[config.mk]
export PLATFORM = sky130hd
export DESIGN_NAME = bdpsk_demod
export DESIGN_NICKNAME = d
export VERILOG_FILES = /design/src/rtl/bdpsk_demod.sv
export SDC_FILE = /design/constraint.sdc
export NUM_CORES = 1
export LEC_CHECK = 0
export CAP_MARGIN = 20
export CORE_MARGIN = 2
export CORE_UTILIZATION = 63
export CTS_CLUSTER_SIZE = 12
export DETAILED_ROUTE_END_ITERATION = 16
export HOLD_SLACK_MARGIN = 0.02
export PLACE_DENSITY = 0.88
export SYNTH_ARGS = -nofsm -noshare
export SYNTH_HDL_FRONTEND = slang
export SYNTH_SLANG_ARGS = --single-unit
[constraint.sdc]
create_clock -name clk -period 5.2 [get_ports clk]
set_input_delay 0.52 -clock clk [delete_from_list [all_inputs] [get_ports clk]]
set_output_delay 0.52 -clock clk [all_outputs]
set_load 0.02 [all_outputs]
[src/rtl/bdpsk_demod.sv]
// Binary differential PSK demodulator with a PN7 (x^7 + x^6 + 1) bit-error checker.
// Integrate-and-dump correlation against a square carrier, then differential decode and PN lock tracking.
module bdpsk_demod #(
  parameter int SPS    = 128,
  parameter int LOCK_N = 16
) (
  input  logic        clk,
  input  logic        reset,
  input  logic [7:0]  adc_data,
  input  logic        adc_valid,
  input  logic        sym_align,
  output logic        bit_out,
  output logic        bit_valid,
  output logic        pn_lock,
  output logic [15:0] err_cnt,
  output logic [1:0]  pn_state
);

  localparam int KW = $clog2(SPS);
  localparam int AW = 8 + KW + 1;
  localparam int CW = $clog2(LOCK_N + 8);

  // Handshake: adc_valid qualifies adc_data for exactly one cycle and there is no
  // ready; every qualified sample is consumed. bit_valid is a one-cycle strobe
  // that marks bit_out as new; the consumer cannot stall it.

  logic [KW-1:0]        k;
  logic [KW-1:0]        k_eff;
  logic signed [AW-1:0] acc;
  logic signed [AW-1:0] s_ext;
  logic signed [AW-1:0] ws;
  logic signed [AW-1:0] acc_sum;
  logic                 raw;
  logic                 raw_prev;
  logic                 first_sym;

  // A sample arriving with sym_align is sample 0 of a fresh symbol.
  always_comb begin
    s_ext   = {{(AW-8){~adc_data[7]}}, ~adc_data[7], adc_data[6:0]};
    k_eff   = sym_align ? '0 : k;
    ws      = k_eff[KW-1] ? -s_ext : s_ext;
    acc_sum = (sym_align ? '0 : acc) + ws;
    raw     = acc_sum[AW-1];
  end

  always_ff @(posedge clk) begin
    if (reset) begin
      k         <= '0;
      acc       <= '0;
      raw_prev  <= 1'b0;
      first_sym <= 1'b1;
      bit_out   <= 1'b0;
      bit_valid <= 1'b0;
    end else begin
      bit_valid <= 1'b0;
      if (sym_align) begin
        k         <= '0;
        acc       <= '0;
        first_sym <= 1'b1;
      end
      if (adc_valid) begin
        if (k_eff == KW'(SPS - 1)) begin
          k        <= '0;
          acc      <= '0;
          raw_prev <= raw;
          if (first_sym) begin
            first_sym <= 1'b0;
          end else begin
            bit_out   <= raw ^ raw_prev;
            bit_valid <= 1'b1;
          end
        end else begin
          k   <= k_eff + KW'(1);
          acc <= acc_sum;
        end
      end
    end
  end

  typedef enum logic [1:0] {
    HUNT  = 2'd0,
    CHECK = 2'd1,
    LOCK  = 2'd2
  } pn_state_t;

  pn_state_t     state;
  logic [6:0]    lfsr;
  logic [CW-1:0] cnt;
  logic [5:0]    win_cnt;
  logic [3:0]    win_err;
  logic [3:0]    win_err_nxt;
  logic          predicted;
  logic          mismatch;

  always_comb begin
    predicted   = lfsr[6] ^ lfsr[5];
    mismatch    = bit_out ^ predicted;
    win_err_nxt = win_err + {3'b000, mismatch};
  end

  // cnt counts loaded bits in HUNT and consecutive matches in CHECK.
  always_ff @(posedge clk) begin
    if (reset) begin
      state   <= HUNT;
      lfsr    <= '0;
      cnt     <= '0;
      win_cnt <= '0;
      win_err <= '0;
      pn_lock <= 1'b0;
      err_cnt <= '0;
    end else if (state != HUNT && lfsr == 7'd0) begin
      state   <= HUNT;
      cnt     <= '0;
      pn_lock <= 1'b0;
    end else if (bit_valid) begin
      case (state)
        HUNT: begin
          lfsr <= {lfsr[5:0], bit_out};
          if (cnt == CW'(6)) begin
            state <= CHECK;
            cnt   <= '0;
          end else begin
            cnt <= cnt + CW'(1);
          end
        end
        CHECK: begin
          lfsr <= {lfsr[5:0], bit_out};
          if (mismatch) begin
            state <= HUNT;
            cnt   <= '0;
          end else if (cnt == CW'(LOCK_N - 1)) begin
            state   <= LOCK;
            pn_lock <= 1'b1;
            win_cnt <= '0;
            win_err <= '0;
          end else begin
            cnt <= cnt + CW'(1);
          end
        end
        LOCK: begin
          // Flywheel: the reference keeps running from its own prediction.
          lfsr <= {lfsr[5:0], predicted};
          if (mismatch && err_cnt != 16'hFFFF) begin
            err_cnt <= err_cnt + 16'd1;
          end
          if (win_err_nxt >= 4'd8) begin
            state   <= HUNT;
            cnt     <= '0;
            pn_lock <= 1'b0;
          end else begin
            win_cnt <= win_cnt + 6'd1;
            win_err <= (win_cnt == 6'd63) ? 4'd0 : win_err_nxt;
          end
        end
        default: begin
          state   <= HUNT;
          cnt     <= '0;
          pn_lock <= 1'b0;
        end
      endcase
    end
  end

  assign pn_state = state;

endmodule

==> key figures <==
STA
  – Final critical-path share of the clock period: 73.71%
  – Worst Max-Slew Pin Slew: 1.056 ns
  – Setup skew after layout: 0.01288 ns
  – Slew headroom: 29.58%
  – Pins Over Slew Limit: 0
  – Post-Route Hold Slack: 0.4885 ns
  – Final hold violations: 0
  – Total negative slack: 0 ns
  – Post-layout min period: 3.833 ns
  – RSZ-0062 raised after global routing: false
  – Max Fclk: 0.2609 GHz
  – Final setup fails: 0
  – Final setup margin: 1.367 ns

Status
  – Run status: complete, no violations

Synthesis
  – Area contributors post-synth: dfxtp_1 34%, ha_1 7.7%, nor2_1 6.8%, xor2_1 5.6%, xnor2_1 3.7%
  – Post-synth top cells: 74 x nor2_1, 68 x dfxtp_1, 26 x xor2_1
  – Cells after Synth: 478
  – Seq cells post-synth: 68
  – Portion of the post-synthesis area used by sequential elements: 33.52%
  – Area share of the leading cell type in the synthesized netlist: 33.52%
  – Synthesis warning total: 0
  – Net count after synthesis: 516
  – Async SR Flop Fraction: 0%
  – Dominant cell by count in the synthesized netlist: nor2_1
  – Dominant cell type by area after synthesis: dfxtp_1
  – Average footprint of a synthesized cell: 8.497 µm²
  – Number of enable flip-flop cells after synthesis: 0
  – Primary flip-flop cell chosen by synthesis mapping: dfxtp_1
  – Post-synth cell types: 59
  – Area of the mapped netlist: 0.004061 mm²

Setup path
  – Data arrival at the endpoint of the critical path: 4.11 ns
  – Data required time at the worst endpoint: 5.47 ns
  – Critical path's slowest cell: nor2b_1
  – WS Path Type: in2reg
  – Worst path cell trace: clkdlybuf4s50_1, buf_4, nor2b_1, nor2_1, a21oi_1, inv_1, ha_1, a211oi_1, nor3_1, nor3_1, o21ai_0, xor2_1, a211oi_1
  – Critical path fanouts, max: 30
  – Worst stage delay on the critical path: 0.65 ns
  – Critical Path Sink Type: flop
  – Reg-to-reg critical path startpoint: k[6]$_SDFF_PP0_
  – Cell count of the worst reg-to-reg path: 11
  – Terminus of the critical flop-to-flop path: raw_prev$_SDFFE_PP0P_
  – Minimum setup slack among reg-to-reg paths: 1.66 ns
  – Category of the worst setup path launch point: input pin

Global route
  – Total congestion overflow after global routing: 0
  – Initial antenna violation count: 0
  – Pin count of the biggest net entering global routing: 46
  – Number of global-route vias before repair: 3322
  – Global-route wire length before repair: 15.08 mm
  – Overall track demand over capacity in global routing: 25.84%

Finish
  – Proportion of layout cells with a drive suffix above 1: 5.859%
  – Fraction of the core area covered by cells at the end of the flow: 73.67%
  – Area taken by multi-input logic gates: 0.002564 mm²
  – Final standard cell count with taps included and fillers excluded: 589
  – Number of nets in the layout: 545
  – Area growth, synth to finish: 13.86%
  – Number of antenna repair diodes: 0
  – Filler cell count: 470
  – Sequential cell area in the final layout: 0.001361 mm²
  – Final design instance area without fill: 0.004624 mm²

Power and ir drop
  – Combinational share of power: 10.6%
  – Net switching fraction of the power: 27.10%
  – Total leakage power: 1.868 nW
  – Internal power summed over all cells: 0.8091 mW
  – Switching pwr: 0.3008 mW
  – VDD IR-drop max: 0.2103 mV
  – Power, Total: 1.110 mW
  – Sequential share of power: 48.0%
  – Fraction of power consumed by the clock network: 41.4%
  – Power per cell area: 240.0 mW/mm²

Die
  – Initial Utilization: 64.70%
  – Standard cell core area: 0.006277 mm²
  – Area enclosed by the die boundary: 0.007105 mm²
  – Height of the die: 84.29 µm
  – Top-Level Pins: 33
  – Placement row count: 29
  – Die Span X: 84.29 µm

CTS
  – Worst-skew pair later-pin latency: 0.36 ns
  – Maximum buffer depth of the clock tree: 2
  – Total clock buffers created by CTS: 9
  – Clock sink count: 68
  – Htree depth: 3
  – Post-cts hold buffer count: 0
  – Root buffer cell: clkbuf_8
  – Cells resized by post-CTS repair: 0
  – Setup Buffers After CTS: 0
  – Clock slew at reported path FFs: 0.08 ns
  – TritonCTS clock tree: built

Drt
  – DR iter-0 viols: 206
  – Number of design rule violations left after detail routing: 0
  – Top Layer Used: met4
  – Mean routed wirelength per cell: 15.28 µm
  – Wire length on met1: 3.962 mm
  – Number of optimization iterations in the first detailed-route pass: 5
  – Final wirelength: 8.999 mm
  – Met2 routed WL: 4.450 mm
  – Total vias in the final route: 3545
  – Post-DRT Antenna Nets: 0
  – DR WL met3: 397 µm
  – Ratio of routed vias to standard cells: 6.019

Placed design
  – RD Place Congestion: 0.8731
  – HPWL reported at the end of detailed placement: 6.339 mm
  – Area of placed instances: 0.004417 mm²
  – IO buf count: 32
  – Worst slack at placement: 1.055 ns
  – Total instance count after detailed placement: 573

Min path
  – Worst Hold Launch: cnt[0]$_SDFFE_PP0P_
  – Hold path endpoint: cnt[0]$_SDFFE_PP0P_
  – Hold Path Class: reg2reg
  – Hold Path Depth: 2

Job
  – Max-cap violation count: 0
critical path: cells and delay by family:
family / cells / cell delay [ns]
adder cells (fa/ha/maj): 1 / 0.32
AND/OR/NAND/NOR: 4 / 1.21
AO/OA/AOI/OAI: 4 / 1.10
buffers and inverters: 3 / 0.73
XOR/XNOR: 1 / 0.22
flip-flops by register name, indices dropped and copies added, names as in the netlist:
register	count
lfsr	7
k	7
err_cnt	16
win_err	4
acc	16
cnt	5
raw_prev	1
bit_out	1
first_sym	1
bit_valid	1
pn_state	2
pn_lock	1
win_cnt	6
worst max-delay path by stage:
stage | from | cells past startpoint | slack, ns | endpoint
5_1_grt | sym_align | 13 | 1.09 | raw_prev$_SDFFE_PP0P_
3_5_place_dp | sym_align | 13 | 1.06 | raw_prev$_SDFFE_PP0P_
6_report | sym_align | 13 | 1.37 | raw_prev$_SDFFE_PP0P_
3_3_place_gp | sym_align | 13 | 1.29 | raw_prev$_SDFFE_PP0P_
4_1_cts | sym_align | 13 | 1.42 | raw_prev$_SDFFE_PP0P_
2_1_floorplan | adc_data[5] | 11 | 2.06 | acc[14]$_SDFF_PP0_
placed cells by master, fill, tap and decap left out, types with 4 or more instances in the layout:
cell type and instances:
nor2_1 74, dfxtp_1 68, clkdlybuf4s50_1 32, xor2_1 26, nand2_1 25, ha_1 25
a21oi_1 24, o21ai_0 23, nor2b_1 22, xnor2_1 17, inv_1 14, nand3_1 13
mux2i_1 12, nand4_1 10, and3_1 9, nor3_1 9, a21o_1 9, clkbuf_8 9
nand2b_1 6, a22oi_1 6, a211oi_1 5, nor4_1 5, or3_1 4, a22o_1 4
logic make-up (layout without fill, tap and decap cells):
kind of cell	count (synthesis)	count (layout)	synth area share [%]
AO/OA/AOI/OAI	103	103	17.59
XOR/XNOR	44	44	9.889
adder cells (fa/ha/maj)	26	26	8.195
buffers and inverters	31	65	3.358
flip-flops	68	68	33.52
multiplexers	12	12	2.958
AND/OR/NAND/NOR	194	194	24.49
final cells by class:
| type | instances | area share [%] |
|---|---|---|
| Inverter | 14 | 1.136 |
| Clock inverter | 7 | 1.813 |
| Timing Repair Buffer | 35 | 7.413 |
| Clock buffer | 9 | 2.679 |
| Multi-Input combinational cell | 379 | 55.44 |
| Tap cell | 77 | 2.083 |
| Sequential cell | 68 | 29.44 |
routing by layer:
metal | vias to the layer above | track usage [%]
met1 | 1670 | 31.57
li1 | 1763 | -
met5 | - | 0
met3 | 22 | 6.981
met2 | 90 | 43.80
met4 | 0 | 9.238
power groups by stage:
| stage | combinational [mW] | sequential [mW] | clock [mW] |
|---|---|---|---|
| floorplan | 0.0845 | 0.544 | 0 |
| global route | 0.130 | 0.533 | 0.485 |
| global placement | 0.111 | 0.544 | 0 |
| detailed placement | 0.117 | 0.545 | 0 |
| CTS | 0.117 | 0.532 | 0.464 |
| finish | 0.118 | 0.532 | 0.459 |
Note: power is estimated with default switching activity, not from simulation.
